**src/rtl/cic_decim_echip65.sv**
```systemverilog
// Nth-order CIC decimator for a 1-bit sigma-delta bitstream, runtime power-of-two ratio.
// Define CIC_DEBUG_MON_EN to add the registered mon_sel/mon_out debug monitor.
`timescale 1ns/1ps
module cic_decim_echip65 #(
    parameter int unsigned ORDER     = 3,
    parameter int unsigned MAX_DECIM = 256,
    parameter int unsigned LOG_W     = $clog2($clog2(MAX_DECIM) + 1),
    parameter int unsigned ACC_W     = ORDER * $clog2(MAX_DECIM) + 1
) (
    input  logic             clk,
    input  logic             reset_n,
    input  logic             en,
    input  logic             in,
    input  logic [LOG_W-1:0] decim_log2,
`ifdef CIC_DEBUG_MON_EN
    input  logic [3:0]       mon_sel,
    output logic [ACC_W-1:0] mon_out,
`endif
    output logic [ACC_W-1:0] out,
    output logic             out_valid,
    output logic             cfg_err
);

    localparam int unsigned LMAX  = $clog2(MAX_DECIM);
    localparam int unsigned CNT_W = LMAX;
    localparam int unsigned SET_W = $clog2(ORDER + 1);

    logic [ACC_W-1:0] acc    [ORDER];
    logic [ACC_W-1:0] dly    [ORDER];
    logic [ACC_W-1:0] diff_c [ORDER];
    logic [CNT_W-1:0] cnt;
    logic [CNT_W-1:0] cnt_last_c;
    logic [LOG_W-1:0] ratio;
    logic [SET_W-1:0] settle;
    logic             en_d;
    logic             frame_start_c;
    logic             comb_tick_c;
    logic             legal_c;
    logic             ratio_chg_c;
    logic             reload_c;
    int unsigned      shamt_c;
    logic [ACC_W-1:0] out_c;

    // Frame control, comb differences and gain-normalised output value
    always_comb begin
        logic [ACC_W-1:0] d;
        cnt_last_c    = CNT_W'((32'd1 << ratio) - 32'd1);
        frame_start_c = en && (cnt == '0);
        comb_tick_c   = en && (cnt == cnt_last_c);
        legal_c       = (decim_log2 != '0) && (decim_log2 <= LOG_W'(LMAX));
        ratio_chg_c   = frame_start_c && legal_c && (decim_log2 != ratio);
        reload_c      = (en && !en_d) || ratio_chg_c;
        d             = acc[ORDER-1] - dly[0];
        diff_c[0]     = d;
        for (int unsigned k = 1; k < ORDER; k++) begin
            d         = d - dly[k];
            diff_c[k] = d;
        end
        shamt_c = ORDER * (LMAX - 32'(ratio));
        out_c   = d << shamt_c;
    end

    // Integrator cascade and comb delay line
    always_ff @(posedge clk or negedge reset_n) begin
        if (!reset_n) begin
            for (int unsigned k = 0; k < ORDER; k++) begin
                acc[k] <= '0;
                dly[k] <= '0;
            end
        end else if (en) begin
            acc[0] <= acc[0] + ACC_W'(in);
            for (int unsigned k = 1; k < ORDER; k++)
                acc[k] <= acc[k] + acc[k-1];
            if (comb_tick_c) begin
                dly[0] <= acc[ORDER-1];
                for (int unsigned k = 1; k < ORDER; k++)
                    dly[k] <= diff_c[k-1];
            end
        end
    end

    // Frame counter, ratio latch, settle suppression and output register
    always_ff @(posedge clk or negedge reset_n) begin
        if (!reset_n) begin
            cnt       <= '0;
            ratio     <= LOG_W'(LMAX);
            cfg_err   <= 1'b0;
            settle    <= SET_W'(ORDER);
            en_d      <= 1'b0;
            out       <= '0;
            out_valid <= 1'b0;
        end else begin
            en_d      <= en;
            out_valid <= 1'b0;
            if (!en || comb_tick_c)
                cnt <= '0;
            else
                cnt <= cnt + CNT_W'(1);
            if (frame_start_c) begin
                if (legal_c) begin
                    ratio   <= decim_log2;
                    cfg_err <= 1'b0;
                end else begin
                    cfg_err <= 1'b1;
                end
            end
            if (reload_c)
                settle <= SET_W'(ORDER);
            else if (comb_tick_c && (settle != '0))
                settle <= settle - SET_W'(1);
            if (comb_tick_c && (settle == '0)) begin
                out       <= out_c;
                out_valid <= 1'b1;
            end
        end
    end

`ifdef CIC_DEBUG_MON_EN
    logic [ACC_W-1:0] diff_q [ORDER];
    logic [ACC_W-1:0] mon_c;

    always_ff @(posedge clk or negedge reset_n) begin
        if (!reset_n) begin
            for (int unsigned k = 0; k < ORDER; k++)
                diff_q[k] <= '0;
        end else if (comb_tick_c) begin
            for (int unsigned k = 0; k < ORDER; k++)
                diff_q[k] <= diff_c[k];
        end
    end

    // Debug source select
    always_comb begin
        mon_c = '0;
        if (mon_sel == 4'd0)
            mon_c = out;
        else if (mon_sel == 4'd14)
            mon_c = ACC_W'(cnt);
        else if (mon_sel == 4'd15)
            mon_c = '1;
        for (int unsigned k = 0; k < ORDER; k++) begin
            if (mon_sel == 4'(k + 1))
                mon_c = acc[k];
            if (mon_sel == 4'(k + 6))
                mon_c = diff_q[k];
        end
    end

    always_ff @(posedge clk or negedge reset_n) begin
        if (!reset_n)
            mon_out <= '0;
        else
            mon_out <= mon_c;
    end
`endif

endmodule

```
**config.mk**
```make
export PLATFORM = sky130hd
export DESIGN_NAME = cic_decim_echip65
export DESIGN_NICKNAME = d
export VERILOG_FILES = /design/src/rtl/cic_decim_echip65.sv
export SDC_FILE = /design/constraint.sdc
export NUM_CORES = 1
export LEC_CHECK = 0
export CAP_MARGIN = 20
export CELL_PAD_IN_SITES_DETAIL_PLACEMENT = 0
export CELL_PAD_IN_SITES_GLOBAL_PLACEMENT = 1
export CORE_MARGIN = 5
export CORE_UTILIZATION = 53
export DETAILED_ROUTE_END_ITERATION = 12
export GPL_ROUTABILITY_DRIVEN = 0
export HOLD_SLACK_MARGIN = 0.1
export PLACE_DENSITY_LB_ADDON = 0.1
export SYNTH_ARGS = -nofsm -noshare
export SYNTH_HDL_FRONTEND = slang
export SYNTH_SLANG_ARGS = --single-unit
```
**constraint.sdc**
```tcl
create_clock -name clk -period 9.7 [get_ports clk]
set_input_delay 1.94 -clock clk [delete_from_list [all_inputs] [get_ports clk]]
set_output_delay 1.94 -clock clk [all_outputs]
set_load 0.05 [all_outputs]
```
==> flow_summary.ini, run 1 <==
[clock_network]
cts-buffers-inserted = 17
postCtsSetupBuffers = 0
cts_root_buffer = sky130_fd_sc_hd__clkbuf_16
htreeDepth = 4
ctsLongestPathBuffers = 2
insertion_delay_ns = 0.45
cts.sink_count = 192
ctsResizeCount = 0
worst_setup_hold_path_clk_slew_ns = 0.07
ctsHoldBuffers = 0
clock_tree_from_tritoncts = yes

[finish]
finish.net_count = 1973
layout.cell_area.non_filler_sq_um = 17150
mostFrequentLayoutCells = 189 x sky130_fd_sc_hd__dfrtp_1, 151 x sky130_fd_sc_hd__nor2_1, 138 x sky130_fd_sc_hd__ha_1, 127 x sky130_fd_sc_hd__nand2_1, 126 x sky130_fd_sc_hd__inv_1
fillCellCount = 2754
area_growth_pct = 8.423
num_antenna_cells = 0
commonest_non_fill_non_tap_cell_in_the_layout = sky130_fd_sc_hd__dfrtp_1
drive_above_1_share_pct = 10.74

[sta]
tightestPinTransition_ns = 1.073
final_min_period_over_clock_period_pct = 70.14
totalNegativeSetupSlack_ns = 0
finClkSkew_ns = 0.01516
fin_crit_ns = 6.804
timing.final.max_slew_violations = 0
timing.slew.headroom_pct = 28.36
finalHoldViolations = 0
unrepaired_setup_endpoints_after_global_routing = false
finalSetupViolCount = 0
fmax_mhz = 147.0

[route]
finalWirelength_microns = 34490
routed-via-count = 13060
wl_per_cell_microns = 15.51
drtPass1Iterations = 5
vias_per_cell = 5.871
ant_nets = 0
first_iter_violations = 698
drc = 0

[logic_synthesis]
synthCells = 1814
synth_seq_cells = 192
synthesis.yosys.warnings = 0
synth_nets = 1966
synth_enable_flop_cells = 0
synthesis.area_sq_um = 15820
sequential_fraction_of_the_synthesis_area_pct = 30.39
async_reset_ff_share_pct = 100.0
synth.top_cells.by_area = sky130_fd_sc_hd__dfrtp_1 30%, sky130_fd_sc_hd__ha_1 11%, sky130_fd_sc_hd__mux2_2 7.1%
postSynthAreaPerCell_sq_um = 8.721
synth.largest_area_cell = sky130_fd_sc_hd__dfrtp_1
yosys.area.top_type_share_pct = 29.90
synthFlopType = sky130_fd_sc_hd__dfrtp_1
synth_cell_type_count = 96

[global_routing]
number_of_antenna_violations_at_the_first_check_in_global_routing = 0
gr_overflow_total = 0
grt_pass1_vias = 12480
grt.total_usage_pct = 20.88
grt_pass1_wl_microns = 58930
grt_max_degree = 113

[run]
drv.max_cap_violation_count = 0

[min_path]
holdPathStages = 2
hold_class = reg2reg
worst_hold_startpoint = out[19]
worstHoldEndpoint = out[19]

[floorplan]
die_area_sq_um = 33400
core_region_area_sq_um = 29560
die-height_microns = 182.8
row_count = 63
die_w_microns = 182.8
ioPinCount = 35
initial_core_util_pct = 53.52

[placement]
dpl_cell_area_sq_um = 16520
portBuffers = 34
hpwl_microns = 26210

[critical_path]
ff2ff_setup_slack_ns = 2.90
worstSetupPathType = reg2reg
critPathRequiredTime_ns = 10.02
cp_max_fo = 6
path_delay_family = compound AO/OA/AOI/OAI gates
crit_arrival_ns = 7.13
regToRegEndpoint = out[20]
worst_setup_path_start_kind = register
critPathBufInv = 1
rr_worst_depth = 29
standard_cell_with_the_maximum_stage_delay_on_the_critical_path = sky130_fd_sc_hd__or4b_2
critPathCaptureType = register
cp_num_cells = 29
cp_slowest_stage_delay_ns = 0.60
critical-path-top-cell-by-count = sky130_fd_sc_hd__a21oi_1
critical_path.reg2reg.startpoint = acc[0]

[status]
outcome = finished clean
## state kept, by name (all words and copies together) (netlist names)
| name | flops |
|---|---|
| ratio | 4 |
| acc | 75 |
| out | 25 |
| cfg_err | 1 |
| out_valid | 1 |
| en_d | 1 |
| settle | 2 |
| cnt | 8 |
| dly | 75 |
## kinds of logic (layout without fill, tap and decap cells)
| logic type | count (synthesis) | after routing | synth area share, % |
|---|---|---|---|
| compound gates | 497 | 497 | 21.17 |
| xor+xnor | 130 | 130 | 7.292 |
| fa+ha+maj | 144 | 144 | 11.67 |
| buf+inv | 186 | 206 | 4.445 |
| flops | 192 | 192 | 30.39 |
| mux | 111 | 111 | 7.893 |
| simple gates | 554 | 554 | 17.13 |
## worst max-delay path by stage
stage                       from  endpoint  slack (ns)
final                     acc[0]   out[20]        2.90
after global routing      acc[0]   out[20]        2.14
after CTS                 acc[0]   out[20]        2.88
after detailed placement  acc[0]   out[20]        2.93
after global placement    acc[0]   out[20]        3.14
after floorplan           acc[0]   out[20]        3.65
## area by class of cell
class,instances,area [sq um],area share (%)
Inverter,126,473.0,2.757
Multi-Input combinational cell,1436,10320,60.17
Tap cell,390,488.0,2.845
Clock inverter,14,138.9,0.8097
Timing Repair Buffer,48,484.2,2.823
Clock buffer,18,439.2,2.560
Sequential cell,192,4808,28.03
## synth_stat cells, types with 8 or more instances
cell / n
sky130_fd_sc_hd__ha_1: 138
sky130_fd_sc_hd__o21a_1: 26
sky130_fd_sc_hd__o31a_1: 8
sky130_fd_sc_hd__clkbuf_1: 50
sky130_fd_sc_hd__a21o_1: 27
sky130_fd_sc_hd__o31ai_1: 12
sky130_fd_sc_hd__nand2_1: 127
sky130_fd_sc_hd__o211ai_1: 17
sky130_fd_sc_hd__and2_1: 8
sky130_fd_sc_hd__inv_1: 126
sky130_fd_sc_hd__a22o_1: 8
sky130_fd_sc_hd__xnor2_1: 91
sky130_fd_sc_hd__nor4_1: 11
sky130_fd_sc_hd__or3_1: 18
sky130_fd_sc_hd__o21bai_1: 14
sky130_fd_sc_hd__nand3_1: 55
sky130_fd_sc_hd__dfrtp_1: 189
sky130_fd_sc_hd__nand4_1: 20
sky130_fd_sc_hd__nand2b_1: 16
sky130_fd_sc_hd__or2_2: 15
sky130_fd_sc_hd__a211oi_1: 21
sky130_fd_sc_hd__a21oi_1: 119
sky130_fd_sc_hd__nor3b_1: 10
sky130_fd_sc_hd__o21ai_1: 8
sky130_fd_sc_hd__and3_1: 23
sky130_fd_sc_hd__a31oi_1: 21
sky130_fd_sc_hd__mux2_2: 100
sky130_fd_sc_hd__nor3_1: 50
sky130_fd_sc_hd__o21ai_0: 111
sky130_fd_sc_hd__xor2_1: 38
sky130_fd_sc_hd__mux2i_1: 10
sky130_fd_sc_hd__nor2b_1: 23
sky130_fd_sc_hd__nor2_1: 151
## through the flow
step | hold WS [ns] | utilization (%) | worst slack [ns] | std cells
after floorplan | 0.4485 | - | 3.652 | 1814
after global placement | 0.4514 | 55.89 | 3.139 | 2190
after detailed placement | 0.4555 | 55.89 | 2.925 | 2190
after CTS | 0.4725 | 57.84 | 2.885 | 2222
after global routing | 0.5139 | 58.03 | 2.143 | 2224
final | 0.4643 | 58.03 | 2.896 | 2224
## worst min-delay path, cell delays in order, from the launching register on
cell and delay, ns:
sky130_fd_sc_hd__dfrtp_1 0.34, sky130_fd_sc_hd__nand2_1 0.05, sky130_fd_sc_hd__nand2_1 0.04
## routing by layer
metal / global-route usage, % / routed length [microns] / vias to the layer above
met3: 2.697 / 745 / 52
met1: 26.46 / 15890 / 6231
met4: 6.466 / 834 / 0
met2: 37.25 / 17020 / 159
li1: - / - / 6616
met5: 0 / 0 / -
Power of run 1 is left out: the tool's default activity adds up to more than one toggle a clock period on the data nets, which glitch-free logic cannot reach.
==> run 2, diff against run 1 <==
CORE_UTILIZATION = 50   (was 53)
clock period = 7.1 ns   (was 9.7 ns; I/O delays follow)
==> flow_summary.ini, run 2 (synthesis gave the netlist of run 1 again) <==
[sta]
finClkSkew_ns = 0.01313
fin_crit_ns = 6.682
hold_slack_ns = 0.4664
final_min_period_over_clock_period_pct = 94.12
finalHoldViolations = 0
timing.slew.headroom_pct = 39.98
tightestPinTransition_ns = 0.8970
finalWorstSetupSlack_ns = 0.4176
totalNegativeSetupSlack_ns = 0
unrepaired_setup_endpoints_after_global_routing = false
timing.final.max_slew_violations = 0
fmax_mhz = 149.6
finalSetupViolCount = 0

[finish]
num_antenna_cells = 0
finish.net_count = 1974
commonest_non_fill_non_tap_cell_in_the_layout = sky130_fd_sc_hd__dfrtp_1
reg_top3 = acc: 75 flops, dly: 75 flops, out: 25 flops
area_growth_pct = 8.763
drive_above_1_share_pct = 11.01
layout.cell_area.non_filler_sq_um = 17210
mostFrequentLayoutCells = 189 x sky130_fd_sc_hd__dfrtp_1, 151 x sky130_fd_sc_hd__nor2_1, 138 x sky130_fd_sc_hd__ha_1, 127 x sky130_fd_sc_hd__nand2_1, 126 x sky130_fd_sc_hd__inv_1

[clock_network]
ctsHoldBuffers = 0
cts.sink_count = 192
cts-buffers-inserted = 17
worst_setup_hold_path_clk_slew_ns = 0.07
postCtsSetupBuffers = 0
htreeDepth = 4
cts_root_buffer = sky130_fd_sc_hd__clkbuf_16
insertion_delay_ns = 0.45
clock_tree_from_tritoncts = yes
ctsResizeCount = 0
ctsLongestPathBuffers = 2

[floorplan]
ioPinCount = 35
die_w_microns = 187.9
initial_core_util_pct = 50.39
die_area_sq_um = 35300
die-height_microns = 187.9
core_region_area_sq_um = 31390
row_count = 65

[global_routing]
groute.layer.met2.usage_pct = 35.57
gr_overflow_total = 0
global_route.usage.met1_pct = 25.33
number_of_antenna_violations_at_the_first_check_in_global_routing = 0
grt_pass1_wl_microns = 60770
grt_max_degree = 80
grt.total_usage_pct = 20.16
gr-usage-met3_pct = 3.090
grt_pass1_vias = 12700
global_route.peak_usage_layer = met2

[critical_path]
ff2ff_setup_slack_ns = 0.42
worstSetupPathType = reg2reg
critical_path.reg2reg.startpoint = acc[0]
worst_setup_path_start_kind = register
regToRegEndpoint = out[24]
critPathCaptureType = register
crit_arrival_ns = 7.02
cp_slowest_stage_delay_ns = 0.60
rr_worst_depth = 29
standard_cell_with_the_maximum_stage_delay_on_the_critical_path = sky130_fd_sc_hd__or4b_2
critPathRequiredTime_ns = 7.44
cp_max_fo = 6

[min_path]
worstHoldEndpoint = out[19]
worst_hold_startpoint = out[19]
hold_class = reg2reg
holdPathStages = 2

[status]
outcome = finished clean

[placement]
dpl_cell_area_sq_um = 16550
hpwl_microns = 26480
post-place-ws_ns = 0.4204
portBuffers = 34

[route]
first_iter_violations = 683
wl_per_cell_microns = 15.58
drc = 0
finalWirelength_microns = 34850
drtPass1Iterations = 7
vias_per_cell = 5.807
ant_nets = 0
routed-via-count = 12990

[run]
drv.max_cap_violation_count = 0
==> run 2: cell count changes in the layout (fill, tap and decap cells not counted), sizes merged <==
| cell | delta |
|---|---|
| clkbuf | +2 |
| clkinv | -2 |
| clkinvlp | -2 |
| inv | +2 |
| buf | +1 |
==> run 2: how the worst max path moves through the flow <==
stage            from      end  slack (ns)  cells past startpoint
2_1_floorplan  acc[0]  out[20]        1.05                     29
3_3_place_gp   acc[0]  out[20]        0.54                     29
3_5_place_dp   acc[0]  out[20]        0.42                     29
4_1_cts        acc[0]  out[20]        0.38                     29
5_1_grt        acc[0]  out[22]       0.009                     29
6_report       acc[0]  out[24]        0.42                     29
==> run 2: metrics by stage <==
| step | std cells | utilization, % |
|---|---|---|
| final | 2237 | 54.81 |
| after global placement | 2204 | 52.72 |
| after global routing | 2237 | 54.81 |
| after detailed placement | 2204 | 52.72 |
| after floorplan | 1814 | - |
| after CTS | 2236 | 54.64 |
==> run 2: area by class of cell <==
cell class	count	area (sq um)
fill	2909	14190
multi-input combinational	1436	10350
sequential	192	4808
tap	402	503.0
inverter	126	473.0
timing repair buffer	49	471.7
clock buffer	20	456.7
clock inverter	12	147.6
==> run 2: critical path: cells and delay by family, from the launching register on <==
| family | cells | cell delay, ns |
|---|---|---|
| AND/OR/NAND/NOR | 10 | 2.23 |
| AO/OA/AOI/OAI | 11 | 2.05 |
| adder cells (fa/ha/maj) | 4 | 1.30 |
| XOR/XNOR | 3 | 0.55 |
| flip-flops | 1 | 0.35 |
| buffers and inverters | 1 | 0.07 |
==> run 2: per-layer routing <==
metal / share of wire (%) / vias to the layer above
met4: 2.3 / 0
met3: 2.7 / 58
met5: 0 / -
met1: 46 / 6144
li1: - / 6609
met2: 49 / 179
Power of run 2 is left out for the same reason.
